[config.mk]
export PLATFORM = sky130hd
export DESIGN_NAME = cpu_read_responder_flat
export DESIGN_NICKNAME = d
export VERILOG_FILES = /design/src/rtl/cpu_read_responder_pkg.sv /design/src/rtl/cpu_read_responder_if.sv /design/src/rtl/cpu_read_responder.sv /design/src/flat_wrapper.sv
export SDC_FILE = /design/constraint.sdc
export NUM_CORES = 1
export LEC_CHECK = 0
export BUFFER_PORTS_ARGS = -buffer_cell sky130_fd_sc_hd__buf_2
export CAP_MARGIN = 20
export CORE_MARGIN = 4
export CORE_UTILIZATION = 50
export CTS_CLUSTER_SIZE = 10
export DETAILED_ROUTE_END_ITERATION = 10
export PLACE_DENSITY = 0.84
export SYNTH_ARGS = -nofsm -noshare
export SYNTH_HDL_FRONTEND = slang
export SYNTH_SLANG_ARGS = --single-unit
[constraint.sdc]
create_clock -name CLK -period 3.95 [get_ports CLK]
set_input_delay 0.395 -clock CLK [delete_from_list [all_inputs] [get_ports CLK]]
set_output_delay 0.395 -clock CLK [all_outputs]
set_load 0.03 [all_outputs]
[src/rtl/cpu_read_responder_pkg.sv]
// Shared bank-select encodings, FSM states and constants for the CPU read responder.
package cpu_read_responder_pkg;

  typedef enum logic [1:0] {
    BANK0     = 2'd0,
    BANK1     = 2'd1,
    BANK2     = 2'd2,
    BANK_RSVD = 2'd3
  } bank_sel_e;

  typedef enum logic [1:0] {
    IDLE  = 2'd0,
    WAIT  = 2'd1,
    DRIVE = 2'd2,
    TURN  = 2'd3
  } state_e;

  // Value returned to the CPU when the reserved bank is addressed.
  localparam logic [15:0] RSVD_DATA = 16'h0000;

endpackage

[src/rtl/cpu_read_responder_if.sv]
// CPU bus / BRAM read-port bundle seen by the read responder.
interface cpu_read_responder_if #(
  parameter int ADDR_WIDTH = 14
);
  logic                  EN;
  logic                  RD;
  logic                  RDWR;
  logic [1:0]            BRAM_SELECT;
  logic [ADDR_WIDTH-1:0] BRAM_ADDR;
  logic                  RD_EN;
  logic [1:0]            RD_SEL;
  logic [ADDR_WIDTH-1:0] RD_ADDR;
  logic [15:0]           RD_DATA;
  logic [15:0]           DATA_OUT;
  logic                  DATA_OE;
  logic [7:0]            ABORT_CNT;

  modport master (
    output EN, RD, RDWR, BRAM_SELECT, BRAM_ADDR, RD_DATA,
    input  RD_EN, RD_SEL, RD_ADDR, DATA_OUT, DATA_OE, ABORT_CNT
  );

  modport slave (
    input  EN, RD, RDWR, BRAM_SELECT, BRAM_ADDR, RD_DATA,
    output RD_EN, RD_SEL, RD_ADDR, DATA_OUT, DATA_OE, ABORT_CNT
  );
endinterface

[src/rtl/cpu_read_responder.sv]
// Turns CPU read strobes into timed BRAM reads and drives the captured word
// onto the CPU data bus; the tristate buffer itself lives one level up.
module cpu_read_responder
  import cpu_read_responder_pkg::*;
#(
  parameter int ADDR_WIDTH   = 14,
  parameter int READ_LATENCY = 2
) (
  input  logic                 CLK,
  input  logic                 RST,
  cpu_read_responder_if.slave  bus
);

  localparam logic [2:0] LAT_LAST = 3'(READ_LATENCY);

  state_e                state_reg, state_next;
  logic                  rd_hist_reg;
  logic                  pending_reg, pending_next;
  logic                  rd_en_reg, rd_en_next;
  logic [1:0]            sel_reg, sel_next;
  logic [ADDR_WIDTH-1:0] addr_reg, addr_next;
  logic [15:0]           data_reg, data_next;
  logic [7:0]            abort_reg, abort_next;
  logic [2:0]            wait_cnt_reg, wait_cnt_next;
  logic                  read_start;
  logic                  bus_held;

  // A start is the rising edge of RD inside an active read cycle.
  assign read_start = bus.EN & bus.RDWR & bus.RD & ~rd_hist_reg;
  assign bus_held   = bus.EN & bus.RD;

  always_comb begin
    state_next    = state_reg;
    pending_next  = pending_reg;
    rd_en_next    = 1'b0;
    sel_next      = sel_reg;
    addr_next     = addr_reg;
    data_next     = data_reg;
    abort_next    = abort_reg;
    wait_cnt_next = wait_cnt_reg;
    case (state_reg)
      IDLE: begin
        if (read_start || pending_reg) begin
          sel_next      = bus.BRAM_SELECT;
          addr_next     = bus.BRAM_ADDR;
          rd_en_next    = (bus.BRAM_SELECT != BANK_RSVD);
          wait_cnt_next = 3'd0;
          pending_next  = 1'b0;
          state_next    = WAIT;
        end
      end
      WAIT: begin
        if (!bus_held) begin
          state_next = IDLE;
          if (abort_reg != 8'hFF) begin
            abort_next = abort_reg + 8'd1;
          end
        end else if (wait_cnt_reg == LAT_LAST) begin
          // Counter starts in the RD_EN cycle, so this is the data-valid cycle.
          data_next  = (sel_reg == BANK_RSVD) ? RSVD_DATA : bus.RD_DATA;
          state_next = DRIVE;
        end else begin
          wait_cnt_next = wait_cnt_reg + 3'd1;
        end
      end
      DRIVE: begin
        if (!bus_held) begin
          state_next = TURN;
        end
      end
      TURN: begin
        state_next = IDLE;
        if (read_start) begin
          pending_next = 1'b1;
        end
      end
      default: state_next = IDLE;
    endcase
  end

  always_ff @(posedge CLK) begin
    if (RST) begin
      state_reg    <= IDLE;
      rd_hist_reg  <= 1'b1;
      pending_reg  <= 1'b0;
      rd_en_reg    <= 1'b0;
      sel_reg      <= 2'd0;
      addr_reg     <= '0;
      data_reg     <= 16'h0000;
      abort_reg    <= 8'd0;
      wait_cnt_reg <= 3'd0;
    end else begin
      state_reg    <= state_next;
      rd_hist_reg  <= bus.RD;
      pending_reg  <= pending_next;
      rd_en_reg    <= rd_en_next;
      sel_reg      <= sel_next;
      addr_reg     <= addr_next;
      data_reg     <= data_next;
      abort_reg    <= abort_next;
      wait_cnt_reg <= wait_cnt_next;
    end
  end

  assign bus.RD_EN     = rd_en_reg;
  assign bus.RD_SEL    = sel_reg;
  assign bus.RD_ADDR   = addr_reg;
  assign bus.DATA_OUT  = data_reg;
  assign bus.DATA_OE   = (state_reg == DRIVE);
  assign bus.ABORT_CNT = abort_reg;

endmodule

[src/flat_wrapper.sv]
// flat-port wrapper written by rule: the top's interface ports become plain ports
module cpu_read_responder_flat import cpu_read_responder_pkg::*;
#(
  parameter int ADDR_WIDTH   = 14,
  parameter int READ_LATENCY = 2
)
  (CLK, RST, bus_EN, bus_RD, bus_RDWR, bus_BRAM_SELECT, bus_BRAM_ADDR, bus_RD_DATA, bus_RD_EN, bus_RD_SEL, bus_RD_ADDR, bus_DATA_OUT, bus_DATA_OE, bus_ABORT_CNT);
  cpu_read_responder_if #(.ADDR_WIDTH(ADDR_WIDTH)) bus_i ();
  input  logic CLK;
  input  logic RST;
  input wire logic [$bits(bus_i.EN)-1:0] bus_EN;
  input wire logic [$bits(bus_i.RD)-1:0] bus_RD;
  input wire logic [$bits(bus_i.RDWR)-1:0] bus_RDWR;
  input wire logic [$bits(bus_i.BRAM_SELECT)-1:0] bus_BRAM_SELECT;
  input wire logic [$bits(bus_i.BRAM_ADDR)-1:0] bus_BRAM_ADDR;
  input wire logic [$bits(bus_i.RD_DATA)-1:0] bus_RD_DATA;
  output wire logic [$bits(bus_i.RD_EN)-1:0] bus_RD_EN;
  output wire logic [$bits(bus_i.RD_SEL)-1:0] bus_RD_SEL;
  output wire logic [$bits(bus_i.RD_ADDR)-1:0] bus_RD_ADDR;
  output wire logic [$bits(bus_i.DATA_OUT)-1:0] bus_DATA_OUT;
  output wire logic [$bits(bus_i.DATA_OE)-1:0] bus_DATA_OE;
  output wire logic [$bits(bus_i.ABORT_CNT)-1:0] bus_ABORT_CNT;
  assign bus_i.EN = bus_EN;
  assign bus_i.RD = bus_RD;
  assign bus_i.RDWR = bus_RDWR;
  assign bus_i.BRAM_SELECT = bus_BRAM_SELECT;
  assign bus_i.BRAM_ADDR = bus_BRAM_ADDR;
  assign bus_i.RD_DATA = bus_RD_DATA;
  assign bus_RD_EN = bus_i.RD_EN;
  assign bus_RD_SEL = bus_i.RD_SEL;
  assign bus_RD_ADDR = bus_i.RD_ADDR;
  assign bus_DATA_OUT = bus_i.DATA_OUT;
  assign bus_DATA_OE = bus_i.DATA_OE;
  assign bus_ABORT_CNT = bus_i.ABORT_CNT;
  cpu_read_responder #(.ADDR_WIDTH(ADDR_WIDTH), .READ_LATENCY(READ_LATENCY)) u_core (.CLK(CLK), .RST(RST), .bus(bus_i));
endmodule
* Word level (Yosys, flattened, before mapping)
Index checks and enable logic that the tools add are counted.
** Storage, ports and cells
- Register bits :: 48
- Input bits :: 37
- Output and inout port bits :: 42
- Logic and storage cells :: 56
** Cells by class
- Add/sub/neg operators :: 2
- Equality and inequality tests :: 13
- Multiplexer cells :: 13
- Bitwise logic cells :: 8
- Reductions and logical operators :: 11
** Operators with widths (number)
- $mux 16 :: 1
- $reduce_and 3->1 :: 4
- $mux 3 :: 3
- $add 8x1->8 const B :: 1
- $mux 2 :: 4
- $ne 8x8->1 const B :: 1
- $pmux 2 s4 :: 1
- $eq 2x2->1 const B :: 3
- $ne 2x1->1 const B :: 3
- $ne 2x2->1 const B :: 3
- $pmux 3 s2 :: 1
- $and 1x1->1 :: 4
- $not 1->1 :: 4
- $reduce_and 4->1 :: 1
- $reduce_bool 2->1 :: 2
- $add 3x1->3 const B :: 1
- $eq 3x2->1 const B :: 1
- $ne 3x3->1 const B :: 1
- $reduce_or 3->1 :: 1
- $eq 2x1->1 const B :: 1
- $logic_not 2->1 :: 1
- $mux 1 :: 2
- $pmux 1 s2 :: 1
- $reduce_and 2->1 :: 1
- $logic_or 1x1->1 :: 1

* Logic depth before layout (Yosys ltp)
Gate-level depths: netlist of run 1.
- Depth in word-level cells :: 6
- Depth in mapped cells :: 8
- Gate-level depth less buffers :: 6

* Worst setup path after synthesis of run 1
No wires, ideal clock.
- Path type :: register -> register
- From :: reg u_core.abort_reg[0] (netlist: u_core.bus.ABORT_CNT[0])
- To :: reg u_core.abort_reg[1] (netlist: u_core.bus.ABORT_CNT[1])
- Setup time :: 128 ps
- Arrival time :: 1467 ps
- Required time :: 3822 ps
- Slack :: 2355 ps
- Stages on the path, launching flop included :: 6
- Path buffers :: 0
- Path through :: dfxtp_1 -> ha_1 -> nand4_1 -> o211ai_2 -> mux2i_1 -> nor2_1
** On the way
- Cells in the longest elaborated chain, start to end :: 2
- Elaborated cells on any way between the ends :: 3
- Classes of those cells :: add/sub: 1; eq/ne: 1; reduce/logical: 1
** RTL lines
- start, declared :: line cpu_read_responder.sv:23 : logic [7:0] abort_reg, abort_next;
- start signal, assigned :: line cpu_read_responder.sv:100 : abort_reg <= abort_next;
- parallel branches: the longest is 2 deep, another holds $add 8x1->8
Parallel ways; which one is timed is not known.
A chain may end at the register's enable or synchronous reset.

* Final worst setup path of run 1
- From :: reg u_core.wait_cnt_reg[0]
- To :: reg u_core.data_reg[0] (netlist: u_core.bus.DATA_OUT[0])
** On the way
- Cells in the longest elaborated chain, start to end :: 2
** RTL lines
- start, declared :: line cpu_read_responder.sv:24 : logic [2:0] wait_cnt_reg, wait_cnt_next;
- start signal, assigned :: line cpu_read_responder.sv:101 : wait_cnt_reg <= wait_cnt_next;
- $eq 3x2->1 :: line cpu_read_responder.sv:58 : end else if (wait_cnt_reg == LAT_LAST) begin
- $reduce_and 3->1 (no line)
- end signal, assigned :: line cpu_read_responder.sv:99 : data_reg <= data_next;
- end, declared :: line cpu_read_responder.sv:22 : logic [15:0] data_reg, data_next;
No other way between the ends.

==> results.ini, run 1 <==
[place]
finalWeightedCongestion=0.767
dpl.hpwl_um=3080
dp_cells=341
i_o_buffers=78

[floorplanning]
chipWidth_um=70.2
top_level_ports=79
initial_core_util_pct=52.4
design.core.area_sq_um=3690
core.rowCount=22
chipHeight_um=70.2
dieArea_sq_um=4930

[clock_tree]
cts.hold.buffers_added=0
clock_tree.root_cell=clkbuf_8
max-clock-path-buffers=2
cts.reportedPaths.clkPinSlew_ns=0.08
h-tree-depth=2
postCtsSetupRepairBufs=0
worstSkewPairLatency_ns=0.29
clock-sinks=48
cts_made_buffers=5
post_cts_resized=0
cts_tree=done

[logic_synthesis]
post_synth_inst_count=227
post_synth_instance_area_sq_um=1930
synth_cell_type_count=41
synth-async-reset-ratio_pct=0
synth-warning-count=0
synthesis.nets=267
synth_top_flop_cell=dfxtp_1
postSynthRegisterBits=48
average_instance_area_after_synthesis_sq_um=8.52
number_of_enable_flip_flop_cells_after_synthesis=0
synth.yosys.seq_area_share_pct=49.7

[cells_and_area]
regArea_sq_um=961
n_fill_cell=313
num-nets-final=340
area_growth_syn_to_layout_pct=26.6
final-instance-count-excl-fill=349
max_ffs_per_register=16
layout_common_cells=78 x buf_2, 53 x nand2_1, 48 x dfxtp_1
layout-drive-gt1-share_pct=31.6
multi_input_comb_area_sq_um=892
mostFrequentLayoutCell=buf_2
antennaDiodeCount=0

[min_path]
worstHoldPathType=in -> reg
hold_end=u_core.bus.RD_EN
worst_hold_path.num_cells=2
holdCritStartpoint=bus_BRAM_SELECT[1]

[sta]
max_freq_mhz=581
worstMarginPinSlew_ns=0.827
timing.final.setup_violations=0
tns_ns=0
setup_repair_after_global_routing_missed_its_margin=no
min_period_over_period_pct=43.5
fin_worst_skew_ns=0.00854
finalHoldViolations=0
report.final.slew_viol_count=0
max-slew-margin-rel_pct=44.8
post-route-min-period_ns=1.72

[routing]
detail_route.wl_per_cell_um=12.4
detail_route.wirelength_um=4320
dr.pass1.iters=4
drt_iter0_drc=79
detail-route-antenna-nets=0
route.detailed.drc=0
vias_per_cell=5.18
num_vias=1807

[worst_setup_path]
regToRegStartpoint=u_core.wait_cnt_reg[0]
worst_setup_path_start_kind=flop
timing_worst_setup_path_type=reg -> reg
ff2ff_path_depth=6
arrival_ns=1.93
cp-end-kind=flop
required_time_of_the_critical_path_ns=4.16
crit-reg2reg-capture=u_core.bus.DATA_OUT[0]
critPathMaxFanout=17
r2r_slack_ns=2.23

[global_routing]
vias_in_the_first_global_route=1687
grt_pass1_wl_um=7410
global_route_congestion_overflow_total=0
global_routing_usage_summed_across_all_routing_layers_pct=18.4
grt_max_degree=50
antenna_violations_before_repair=0

[power_and_ir_drop]
p_per_area_nw_per_um2=364
p_leak_nw=1.06
maximum_resistive_drop_on_vdd_v=0.000278

[flow_run]
max_cap_viols=0

[run_status]
status=finished clean

-- Yosys cell counts (2+ instances only) --
| cell type | count | area share [%] |
|---|---|---|
| nand2_1 | 53 | 10 |
| dfxtp_1 | 48 | 50 |
| a21oi_1 | 37 | 9.6 |
| nand3_1 | 22 | 5.7 |
| clkbuf_1 | 7 | 1.4 |
| nor2_1 | 5 | 0.97 |
| buf_2 | 4 | 1.0 |
| inv_1 | 4 | 0.78 |
| a31oi_1 | 3 | 0.97 |
| ha_1 | 3 | 1.9 |
| o21ai_0 | 3 | 0.78 |
| or3_1 | 3 | 0.97 |
| a211oi_1 | 2 | 0.78 |
| mux2i_1 | 2 | 1.0 |
| nand4_1 | 2 | 0.65 |
| nor3_1 | 2 | 0.52 |
| nor4_1 | 2 | 0.65 |
| o21a_1 | 2 | 0.78 |
-- worst max-delay path by stage --
stage | start | endpoint | slack [ns]
3_3_place_gp | bus_RD | u_core.wait_cnt_reg[2] | 2.12
2_1_floorplan | u_core.bus.ABORT_CNT[0] | u_core.bus.ABORT_CNT[1] | 2.36
3_5_place_dp | bus_RD | u_core.bus.RD_ADDR[11] | 2.09
4_1_cts | u_core.wait_cnt_reg[0] | u_core.bus.DATA_OUT[0] | 2.20
6_report | u_core.wait_cnt_reg[0] | u_core.bus.DATA_OUT[0] | 2.23
5_1_grt | u_core.wait_cnt_reg[0] | u_core.bus.DATA_OUT[4] | 2.08
-- stage by stage --
step           hold slack [ns]  utilization (%)  setup WS (ns)  total power [mW]  area, sq um
5_1_grt                  0.268             66.4           2.08             0.930         2450
3_5_place_dp             0.441             63.1           2.09             0.542         2330
6_report                 0.286             66.4           2.23             0.891         2450
4_1_cts                  0.272             66.4           2.20             0.904         2450
2_1_floorplan            0.461                -           2.36             0.520         1930
3_3_place_gp             0.435             63.1           2.12             0.542         2330
-- routing by layer --
layer	GRT usage, %	vias up	share of wire [%]
met2	29.4	65	47
met5	0	-	0
met4	7.23	0	1.7
met1	22.5	806	42
met3	6.76	7	8.5
li1	-	929	-
-- cell families after synthesis --
group | synth area share (%)
DFF | 49.7
buffers and inverters | 4.14
muxes | 1.04
and+or+nand+nor | 27.0
xor gates and xnor gates | 0.453
adders and majority gates | 1.94
AOI/OAI and AO/OA | 15.7
-- where the power goes --
| group | switching (mW) | internal (mW) | leakage [nW] |
|---|---|---|---|
| Clock | 0.153 | 0.207 | 0.0614 |
| Sequential | 0.00166 | 0.486 | 0.387 |
| Combinational | 0.0247 | 0.0184 | 0.608 |
-- layout make-up --
cell class | instances | share of cell area (%)
clock buffer | 6 | 3.37
clock inverter | 2 | 1.58
inverter | 4 | 0.613
multi-input combinational | 162 | 36.5
sequential | 48 | 39.3
tap | 48 | 2.45
timing repair buffer | 79 | 16.3
-- worst max-delay path, cell delays in order, from the launching register on --
cell      delay (ns)
dfxtp_1         0.35
inv_1           0.08
ha_1            0.16
nand2b_2        0.11
nor3_4          0.60
nand3_1         0.16
a21oi_1         0.17
Power figures use the tool's default switching activity.
==> inputs of run 2 (changes only) <==
--- a/config.mk
+++ b/config.mk
@@ -8,10 +8,10 @@
 export BUFFER_PORTS_ARGS = -buffer_cell sky130_fd_sc_hd__buf_2
 export CAP_MARGIN = 20
 export CORE_MARGIN = 4
-export CORE_UTILIZATION = 50
+export CORE_UTILIZATION = 47
 export CTS_CLUSTER_SIZE = 10
 export DETAILED_ROUTE_END_ITERATION = 10
-export PLACE_DENSITY = 0.84
+export PLACE_DENSITY = 0.8
 export SYNTH_ARGS = -nofsm -noshare
 export SYNTH_HDL_FRONTEND = slang
 export SYNTH_SLANG_ARGS = --single-unit
==> constraint.sdc (replaced) <==
create_clock -name CLK -period 1.6 [get_ports CLK]
set_input_delay 0.16 -clock CLK [delete_from_list [all_inputs] [get_ports CLK]]
set_output_delay 0.16 -clock CLK [all_outputs]
set_load 0.03 [all_outputs]
==> run 2 against run 1 <==
Compared with the run above: sequential power increased by 150%; final cell count up 2.9%; maximum frequency increased by 14%; die area rose by 5.6%; clock-buffer cell count up 1; via count increased by 2.8%; first-iteration DRC count rose by 89%; core utilization decreased by 3.4 points; combinational power increased to 2.7 times the previous value; clock power is 110% higher; register-to-register slack worse by 2.1 ns; highest routed layer unchanged.
==> results.ini, run 2 (synthesized netlist as in run 1, its figures left out) <==
[run_status]
status=finished clean

[worst_setup_path]
regToRegStartpoint=u_core.wait_cnt_reg[0]
cp-end-kind=flop
arrival_ns=1.74  ; -0.19 ns
critPathMaxFanout=6  ; -11
required_time_of_the_critical_path_ns=1.83  ; -2.33 ns
r2r_slack_ns=0.09  ; -2.14 ns
crit-reg2reg-capture=u_core.wait_cnt_reg[2]
worst_setup_path_start_kind=flop
crit_start=u_core.wait_cnt_reg[0]
timing_worst_setup_path_type=reg -> reg
ff2ff_path_depth=6  ; unchanged

[clock_tree]
cts_made_buffers=5  ; unchanged
clock-sinks=48  ; unchanged
cts_tree=done
clock_tree.root_cell=clkbuf_8
h-tree-depth=2  ; unchanged
worstSkewPairLatency_ns=0.30  ; about the same
cts.reportedPaths.clkPinSlew_ns=0.09  ; about the same
max-clock-path-buffers=2  ; unchanged
postCtsSetupRepairBufs=0  ; unchanged
cts.hold.buffers_added=0  ; unchanged

[cells_and_area]
layout_common_cells=78 x buf_2, 53 x nand2_1, 47 x dfxtp_1
n_fill_cell=343  ; +9.6%
layout-drive-gt1-share_pct=33.7  ; +2.1 points
max_ffs_per_register=16  ; unchanged
num-nets-final=348  ; +2.4%
antennaDiodeCount=0  ; unchanged
regArea_sq_um=962  ; +0.13%
multi_input_comb_area_sq_um=908  ; +1.8%
final-instance-count-excl-fill=359  ; +2.9%
mostFrequentLayoutCell=buf_2
area_growth_syn_to_layout_pct=30.2

[routing]
detail_route.wirelength_um=4530  ; +4.9%
route.detailed.drc=0  ; unchanged
num_vias=1857  ; +2.8%
drt_iter0_drc=149  ; +89%
dr.pass1.iters=4  ; unchanged
vias_per_cell=5.17  ; about the same
detail_route.wl_per_cell_um=12.6  ; +2.0%
detail-route-antenna-nets=0  ; unchanged

[floorplanning]
chipWidth_um=72.1  ; +2.8%
top_level_ports=79  ; unchanged
design.core.area_sq_um=4000  ; +8.4%
core.rowCount=23  ; +4.5%
initial_core_util_pct=48.3  ; -4.1 points
chipHeight_um=72.1  ; +2.8%
dieArea_sq_um=5200  ; +5.6%

[place]
finalWeightedCongestion=0.877  ; +14%
dp_cells=351  ; +2.9%
i_o_buffers=78  ; unchanged
dpl.hpwl_um=3290  ; +7.0%

[min_path]
holdCritStartpoint=bus_BRAM_SELECT[1]
worstHoldPathType=in -> reg
hold_end=u_core.bus.RD_EN
worst_hold_path.num_cells=2  ; unchanged

[sta]
fin_worst_skew_ns=0.00616  ; -0.00238 ns
timing.final.setup_violations=0  ; unchanged
max_freq_mhz=661  ; +14%
finalHoldViolations=0  ; unchanged
report.final.slew_viol_count=0  ; unchanged
max-slew-margin-rel_pct=64.7  ; +20 points
worstMarginPinSlew_ns=0.528  ; -0.299 ns
tns_ns=0  ; unchanged
post-route-min-period_ns=1.51  ; -0.207 ns
setup_repair_after_global_routing_missed_its_margin=no
min_period_over_period_pct=94.6  ; +51 points

[global_routing]
global_route_congestion_overflow_total=0  ; unchanged
global_routing_usage_summed_across_all_routing_layers_pct=17.7  ; -0.70 points
grt_max_degree=26  ; -48%
vias_in_the_first_global_route=1743  ; +3.3%
antenna_violations_before_repair=0  ; unchanged
grt_pass1_wl_um=7510  ; +1.4%

[flow_run]
max_cap_viols=0  ; unchanged

[power_and_ir_drop]
p_leak_nw=1.11  ; +4.8%
p_per_area_nw_per_um2=820  ; +130%
maximum_resistive_drop_on_vdd_v=0.000641  ; +130%

==> run 2: how the worst max path moves through the flow <==
stage,endpoint,cells after the start,slack [ns]
2_1_floorplan,u_core.bus.ABORT_CNT[1],5,0.005
3_3_place_gp,u_core.bus.DATA_OUT[9],7,0.13
3_5_place_dp,u_core.wait_cnt_reg[2],6,0.08
4_1_cts,u_core.wait_cnt_reg[2],6,0.06
5_1_grt,u_core.wait_cnt_reg[2],6,0.02
6_report,u_core.wait_cnt_reg[2],6,0.09
==> run 2: where the power goes <==
part / total (mW) / internal [mW] / switching, mW
Combinational: 0.115 / 0.0511 / 0.0634
Clock: 0.745 / 0.351 / 0.393
Sequential: 1.20 / 1.20 / 0.00368
==> run 2: layout make-up <==
type	count	area share, %
Clock buffer	7	3.43
Clock inverter	1	0.298
Inverter	4	0.597
Multi-Input combinational cell	162	36.1
Sequential cell	48	38.2
Tap cell	50	2.49
Timing Repair Buffer	87	18.8
==> run 2: critical path, stage by stage, from the launching register on <==
cell and delay, ns:
dfxtp_1 0.36, inv_1 0.07, ha_1 0.23, nand2b_4 0.11, nand3_4 0.10, or3b_1 0.40, a31oi_1 0.17
==> run 2: repair_timing <==
item	in CTS	in global routing
setup endpoints to repair	0	7
resized for setup	0	5
hold endpoints to repair	0	0
==> run 2: layer usage <==
metal / track usage, % / part of all wire, % / vias to the layer above
li1: - / - / 947
met1: 22.1 / 44 / 840
met2: 28.6 / 46 / 64
met3: 6.65 / 9.7 / 6
met4: 5.01 / 1.1 / 0
met5: 0 / 0 / -
==> run 2: stage by stage <==
| step | power (mW) | hold WS, ns | util, % | setup slack, ns | area, sq um |
|---|---|---|---|---|---|
| finish | 2.06 | 0.0481 | 62.9 | 0.0867 | 2520 |
| global route | 2.16 | 0.0445 | 62.9 | 0.0177 | 2520 |
| CTS | 2.09 | 0.0373 | 62.4 | 0.0641 | 2490 |
| detailed placement | 1.35 | 0.363 | 60.0 | 0.0760 | 2400 |
| global placement | 1.35 | 0.360 | 60.0 | 0.127 | 2400 |
| floorplan | 1.28 | 0.259 | - | 0.00524 | 1930 |
